<file path="src/rtl/contador_m_updown_pkg.sv">
// Shared defaults and direction constants for the contador_m counter family.
package contador_m_updown_pkg;

  localparam int DEF_WIDTH  = 6;
  localparam int DEF_MODULO = 64;
  localparam int DEF_HALF   = 32;

  // Values of the up input.
  localparam logic DIR_UP   = 1'b1;
  localparam logic DIR_DOWN = 1'b0;

endpackage

</file>
<file path="src/rtl/contador_m_term.sv">
// Combinational detector for the counter: terminal value for the current
// direction, half-count compare point and clamp of the parallel-load value.
module contador_m_term
  import contador_m_updown_pkg::*;
#(
  parameter int WIDTH  = DEF_WIDTH,
  parameter int MODULO = DEF_MODULO,
  parameter int HALF   = DEF_HALF
) (
  input  logic [WIDTH-1:0] q,
  input  logic [WIDTH-1:0] d,
  input  logic             up,
  output logic             at_term,
  output logic             at_half,
  output logic [WIDTH-1:0] d_clamped
);

  // Highest legal count; when MODULO == 2^WIDTH this is all ones, so the
  // natural WIDTH-bit roll-over already gives the modulo behaviour.
  localparam logic [WIDTH-1:0] MAX_Q  = WIDTH'(MODULO - 1);
  localparam logic [WIDTH-1:0] HALF_Q = WIDTH'(HALF - 1);

  // Illegal parameter sets stop elaboration instead of building a bad counter.
  if (MODULO < 2 || MODULO > (1 << WIDTH) || HALF < 1 || HALF >= MODULO) begin : g_bad_params
    $error("contador_m_term: illegal parameters (need 2<=MODULO<=2^WIDTH, 1<=HALF<MODULO)");
  end

  // Terminal is MODULO-1 when counting up and 0 when counting down.
  assign at_term   = (up == DIR_UP) ? (q == MAX_Q) : (q == '0);
  assign at_half   = (q == HALF_Q);
  assign d_clamped = (d > MAX_Q) ? MAX_Q : d;

endmodule

</file>
<file path="src/rtl/contador_m_updown.sv">
// Parametrised up/down modulo counter with synchronous clear and load,
// optional saturation at the terminal value, cascadable rco/half_rco flags
// and a registered one-cycle wrap pulse.
module contador_m_updown
  import contador_m_updown_pkg::*;
#(
  parameter int WIDTH    = DEF_WIDTH,
  parameter int MODULO   = DEF_MODULO,
  parameter int HALF     = DEF_HALF,
  parameter int SATURATE = 0
) (
  input  logic             clock,
  input  logic             clr,
  input  logic             sclr,
  input  logic             ld,
  input  logic             ent,
  input  logic             enp,
  input  logic             up,
  input  logic [WIDTH-1:0] D,
  output logic [WIDTH-1:0] Q,
  output logic             rco,
  output logic             half_rco,
  output logic             wrap
);

  localparam logic [WIDTH-1:0] MAX_Q = WIDTH'(MODULO - 1);

  logic             at_term;
  logic             at_half;
  logic [WIDTH-1:0] d_clamped;
  logic [WIDTH-1:0] q_next;
  logic             wrap_next;

  contador_m_term #(
    .WIDTH  (WIDTH),
    .MODULO (MODULO),
    .HALF   (HALF)
  ) u_term (
    .q         (Q),
    .d         (D),
    .up        (up),
    .at_term   (at_term),
    .at_half   (at_half),
    .d_clamped (d_clamped)
  );

  // Flags are gated by ent only, so rco can feed ent of the next slice.
  assign rco      = ent && at_term;
  assign half_rco = ent && at_half;

  // Next-state mux: clear beats load beats count beats hold.
  always_comb begin
    // NOTE: defaults first so every path assigns both outputs and no latch is inferred.
    q_next    = Q;
    wrap_next = 1'b0;
    if (!sclr) begin
      q_next = '0;
    end else if (!ld) begin
      q_next = d_clamped;
    end else if (ent && enp) begin
      wrap_next = at_term;
      if (!at_term)
        q_next = (up == DIR_UP) ? Q + 1'b1 : Q - 1'b1;
      else if (SATURATE == 0)
        q_next = (up == DIR_UP) ? '0 : MAX_Q;
    end
  end

  // Count register and wrap flop, cleared asynchronously by clr.
  always_ff @(posedge clock or negedge clr) begin
    if (!clr) begin
      Q    <= '0;
      wrap <= 1'b0;
    end else begin
      // NOTE: non-blocking updates so every flop samples pre-edge values.
      Q    <= q_next;
      wrap <= wrap_next;
    end
  end

endmodule
</file>
<file path="config.mk">
export PLATFORM = sky130hd
export DESIGN_NAME = contador_m_updown
export DESIGN_NICKNAME = d
export VERILOG_FILES = /design/src/rtl/contador_m_updown_pkg.sv /design/src/rtl/contador_m_term.sv /design/src/rtl/contador_m_updown.sv
export SDC_FILE = /design/constraint.sdc
export NUM_CORES = 1
export LEC_CHECK = 0
export BUFFER_PORTS_ARGS = -buffer_cell sky130_fd_sc_hd__buf_2
export CORE_MARGIN = 2
export CORE_UTILIZATION = 48
export CTS_CLUSTER_SIZE = 20
export DETAILED_ROUTE_END_ITERATION = 6
export GPL_ROUTABILITY_DRIVEN = 0
export GPL_TIMING_DRIVEN = 0
export PLACE_DENSITY = 0.78
export SYNTH_ARGS = -nofsm -noshare
export SYNTH_HDL_FRONTEND = slang
export SYNTH_SLANG_ARGS = --single-unit
</file>
<file path="constraint.sdc">
create_clock -name clock -period 2.4 [get_ports clock]
set_clock_uncertainty 0.05 [all_clocks]
set_input_delay 0.48 -clock clock [delete_from_list [all_inputs] [get_ports clock]]
set_output_delay 0.48 -clock clock [all_outputs]
set_load 0.01 [all_outputs]
</file>
---- Yosys cells after proc, flatten, opt, wreduce, memory -nomap -nowiden ----
Index checks and enable logic that the tools add are counted.
word-level totals
  bits in registers ....................... 7
  output and inout bits ................... 9
  word-level logic and storage cells ...... 23
cells by class
  $add $sub $neg .......................... 2
  $lt $le $gt $ge ......................... 1
  eq/ne operators ......................... 3
  muxes and demuxes ....................... 11
  reduce and logical (&&, ||, !) cells .... 4
operators with widths
  cell                 number
  $mux 6               7
  $add 6x1->6 const B  1
  $eq 6x5->1 const B   1
  $eq 6x6->1 const B   1
  $gt 6x6->1 const B   1
  $logic_not 6->1      1
  $sub 6x1->6 const B  1
  $mux 1               4
  $logic_and 1x1->1    3
  $ne 3x2->1 const B   1

---- Longest topological paths before layout ----
  word-level depth ........................ 6
  depth in mapped cells ................... 7
  mapped depth without buffers ............ 7

---- Cells and area by module ----
From an unflattened synthesis, not the netlist that was laid out.
second synthesis, totals
  cells, all modules ...................... 81
  area total of the unflattened synthesis .. 671.9 sq um
modules (own cells, without submodules)
  module             times used  cells each  area each (sq um)  seq. area each (sq um)
  contador_m_updown  1           67          600.6              175.2
  contador_m_term    1           14          71.3               0.0

---- Least setup slack after synthesis ----
OpenSTA, ideal clock, no wires.
  kind .................................... register -> register
  start point ............................. register Q[0]
  end point ............................... register Q[4]
  data arrival time ....................... 1,689 ps
  data required time ...................... 2,228 ps
  setup slack ............................. 540 ps
  cell stages (with the launch flop) ...... 8
  path buffers ............................ 0
  clock period less this slack ............ 1,860 ps
  cells stage by stage .................... dfrtp_1 inv_1 fa_1 nand2b_1 a21oi_1 xnor2_1 nand3_1 a32o_1
on the way
  longest elaborated chain between the ends .. 6
RTL lines
  element                                  line                                            RTL
  from (decl)                              contador_m_updown.sv:20                         output logic [WIDTH-1:0] Q,
  from (signal assigned)                   contador_m_updown.sv:76                         Q <= q_next;
  $sub 6x1->6 (tied with other cells)      contador_m_updown.sv:63                         q_next = (up == DIR_UP) ? Q + 1'b1 : Q - 1'b1;
  $mux 6 / $mux 1 (equally long branches)  contador_m_updown.sv:63, contador_m_term.sv:29
  $mux 6 (*)                               contador_m_updown.sv:62                         if (!at_term)
  $mux 6 (*)                               contador_m_updown.sv:60                         end else if (ent && enp) begin
  $mux 6 (*)                               contador_m_updown.sv:58                         end else if (!ld) begin
  $mux 6 (*)                               contador_m_updown.sv:56                         if (!sclr) begin
Every way passes the cells marked *; elsewhere a longest branch is shown, timed or not. The select of a mux whose other input is x is not followed.
A chain may end at the register's enable or synchronous reset.

---- Final worst setup path ----
  start point ............................. register Q[3]
  end point ............................... output rco
on the way
  longest elaborated chain between the ends .. 3
RTL lines
  element                                               line                     RTL
  $eq 6x6->1 / $logic_not 6->1 (equally long branches)  contador_m_term.sv:29    assign at_term = (up == DIR_UP) ? (q == MAX_Q) : (q == '0);
  $mux 1 (*)                                            contador_m_term.sv:29
  $logic_and 1x1->1 (*)                                 contador_m_updown.sv:48  assign rco = ent && at_term;
  to (decl)                                             contador_m_updown.sv:21  output logic rco,
Every way passes the cells marked *; elsewhere a longest branch is shown, timed or not.

==> metrics.yaml <==
status: "finished, violations left"
violations: "negative hold slack"
htree_levels: 1
cap_violations: 0
viasPerCell: 5.49
n_antenna_cell: 0
hold_viol: 3
synth-edff-count: 0
drv_slew: 0
drt_first_pass_iters: 4
cts_resized: 0
fmax_ghz: 0.473
post_cts_buffers: 0
powerDensity_nw_per_um2: 498
crit_fanout: 6
grt-ovfl-total: 0
vias: 631
syn_nets: 94
synth-simple-area-share: 0.281
start_kind: "flip-flop"
layout-drive-gt1-share: 0.310
synth_compound_area_frac: 0.189
seq_area_frac_synth: 0.273
synth_adder_area_share: 0.109
syn_area_sq_um: 641
drtIter0Drc: 10
switchingPower_uw: 137
synth.area.mux_share: 0
path_class: "reg -> out"
grt_usage: 0.228
maxSlewHeadroom: 0.839
drc: 0
dr.max_layer_used: "met4"
whs_ps: -11.9
netlist_instances: 76
clk_path_buf_depth: 2
wl_met2_um: 741
core_sq_um: 1270
antenna_found_initial: 0
ff2ff_setup_slack_ps: 460
hpwl_um: 1200
ios: 22
worstMarginPinSlew_ps: 241
swShare: 0.351
final_nets: 119
async_flop_share: 1.00
cts_tree: "yes"
grt_pass1_wl_um: 2410
avgSynthCellArea_sq_um: 8.43
intPower_uw: 254
grt_pass1_vias: 527
cts_sinks: 7
ctsHoldBuffers: 0
synth-seq-cells: 7
worst_setup_path_end_kind: "output port"
root_buffer: "clkbuf_4"
numPortBuffers: 20
wl_met1_um: 678
crit_chain: "nor4_2 > nand4_1 > and2_4 > nor2b_1 > buf_2"
numCtsBuffers: 3
peakVddDrop_mv: 0.287
setup-tns-final_ps: 0
rows: 13
period_share: 0.881
worstPathArrival_ps: 1580
setup_violations: 0
cpPeakStageDelay_ps: 440
cp_slowest_cell: "dfrtp_1"
synth_top_family_by_area: "simple AND/OR/NAND/NOR gates"
route.met3.wl_um: 80
power_frac_seq: 0.356
die_w_um: 40.5
rsz0062_at_grt: "no"
finish.utilization: 0.619
clk_latency_ps: 270
chipHeight_um: 40.5
grt_max_degree: 11
power.share.clock: 0.301
yosysWarnings: 0
initial_core_util: 0.505
hold_path_class: "in -> async"
dieArea_sq_um: 1640
wl_um: 1540
clk_pin_slew_ps: 70
postRouteAntennaNets: 0
ys.flop_type: "dfrtp_1"
synth_cell_types: 32
p_leak_uw: 0.000400
critPathRequiredTime_ps: 1870
routedWlPerCell_um: 13.4
combPwrFrac: 0.343
area_growth_pct: 22.7
synth-xor-area-share: 0.0820
fin_crit_ps: 2110
## registers in the layout, summed over array words and instances (netlist names)
register  count
wrap          1
Q             6
## layer usage
| layer | up-vias | track usage |
|---|---|---|
| met5 | - | 0 |
| met4 | 0 | 0.117 |
| met3 | 6 | 0.0500 |
| met2 | 23 | 0.345 |
| met1 | 281 | 0.298 |
| li1 | 321 | - |
## worst paths after layout
path / startpoint / endpoint / cells after the start
hold reg to reg: Q[4] / Q[4] / 1
setup reg to reg: Q[0] / Q[4] / 7
hold / removal: clr / Q[5] / 1
setup / recovery: Q[3] / rco / 5
min in group clock: D[0] / Q[0] / 2
max in group asynchronous: clr / Q[1] / 1
## cells by family after synthesis
kind of cell,Yosys count
adder cells (fa/ha/maj),5
AO/OA/AOI/OAI,18
AND/OR/NAND/NOR,32
XOR/XNOR,6
flip-flops,7
buffers and inverters,8
## cell usage in the layout, fill, tap and decap left out, types with 3 or more instances in the layout
cell type	Yosys	routed
nand3_1	5	5
inv_1	6	6
xnor2_1	4	4
ha_1	4	4
dfrtp_1	7	7
nand2_1	6	6
nand4_1	3	3
clkbuf_4	1	4
nor2_1	5	5
a21oi_1	5	5
buf_2	0	20
## final cells by class
type | instances | area, sq um
flip-flops and latches | 7 | 175
multi-input cells | 61 | 424
plain buffers | 2 | 18.8
fillers | 117 | 483
clock buffers | 4 | 26.3
inverters | 6 | 22.5
repair buffers | 20 | 100
well taps | 15 | 18.8
## power by group through the flow
stage | Clock, uW | Sequential [uW] | Combinational (uW)
3_5_place_dp | 0 | 142 | 133
5_1_grt | 125 | 141 | 151
6_report | 118 | 139 | 134
4_1_cts | 118 | 139 | 134
3_3_place_gp | 0 | 142 | 130
2_1_floorplan | 0 | 143 | 88.0
## synthesized netlist by cell type, types with 3 or more instances
cell / instances / area (sq um)
nand3_1: 5 / 25.0
nand2_1: 6 / 22.5
inv_1: 6 / 22.5
a21oi_1: 5 / 25.0
nand4_1: 3 / 18.8
dfrtp_1: 7 / 175
ha_1: 4 / 50.1
nor2_1: 5 / 18.8
xnor2_1: 4 / 35.0
## critical path, delay by kind of cell, from the launching register on
kind	cells	cell delay, ps
AND/OR/NAND/NOR	4	760
flip-flops	1	440
buffers and inverters	1	130
## per-stage QoR
step / total power (uW) / cells / instance area [sq um] / hold slack (ps) / setup slack (ps)
detailed placement: 275 / 111 / 759 / 287 / 331
floorplan: 231 / 76 / 641 / 134 / 540
CTS: 392 / 115 / 786 / 5.96 / 277
finish: 391 / 115 / 786 / -11.9 / 285
global route: 417 / 115 / 786 / 5.13 / 164
global placement: 271 / 111 / 759 / 273 / 366
Note: power is estimated with default switching activity, not from simulation.
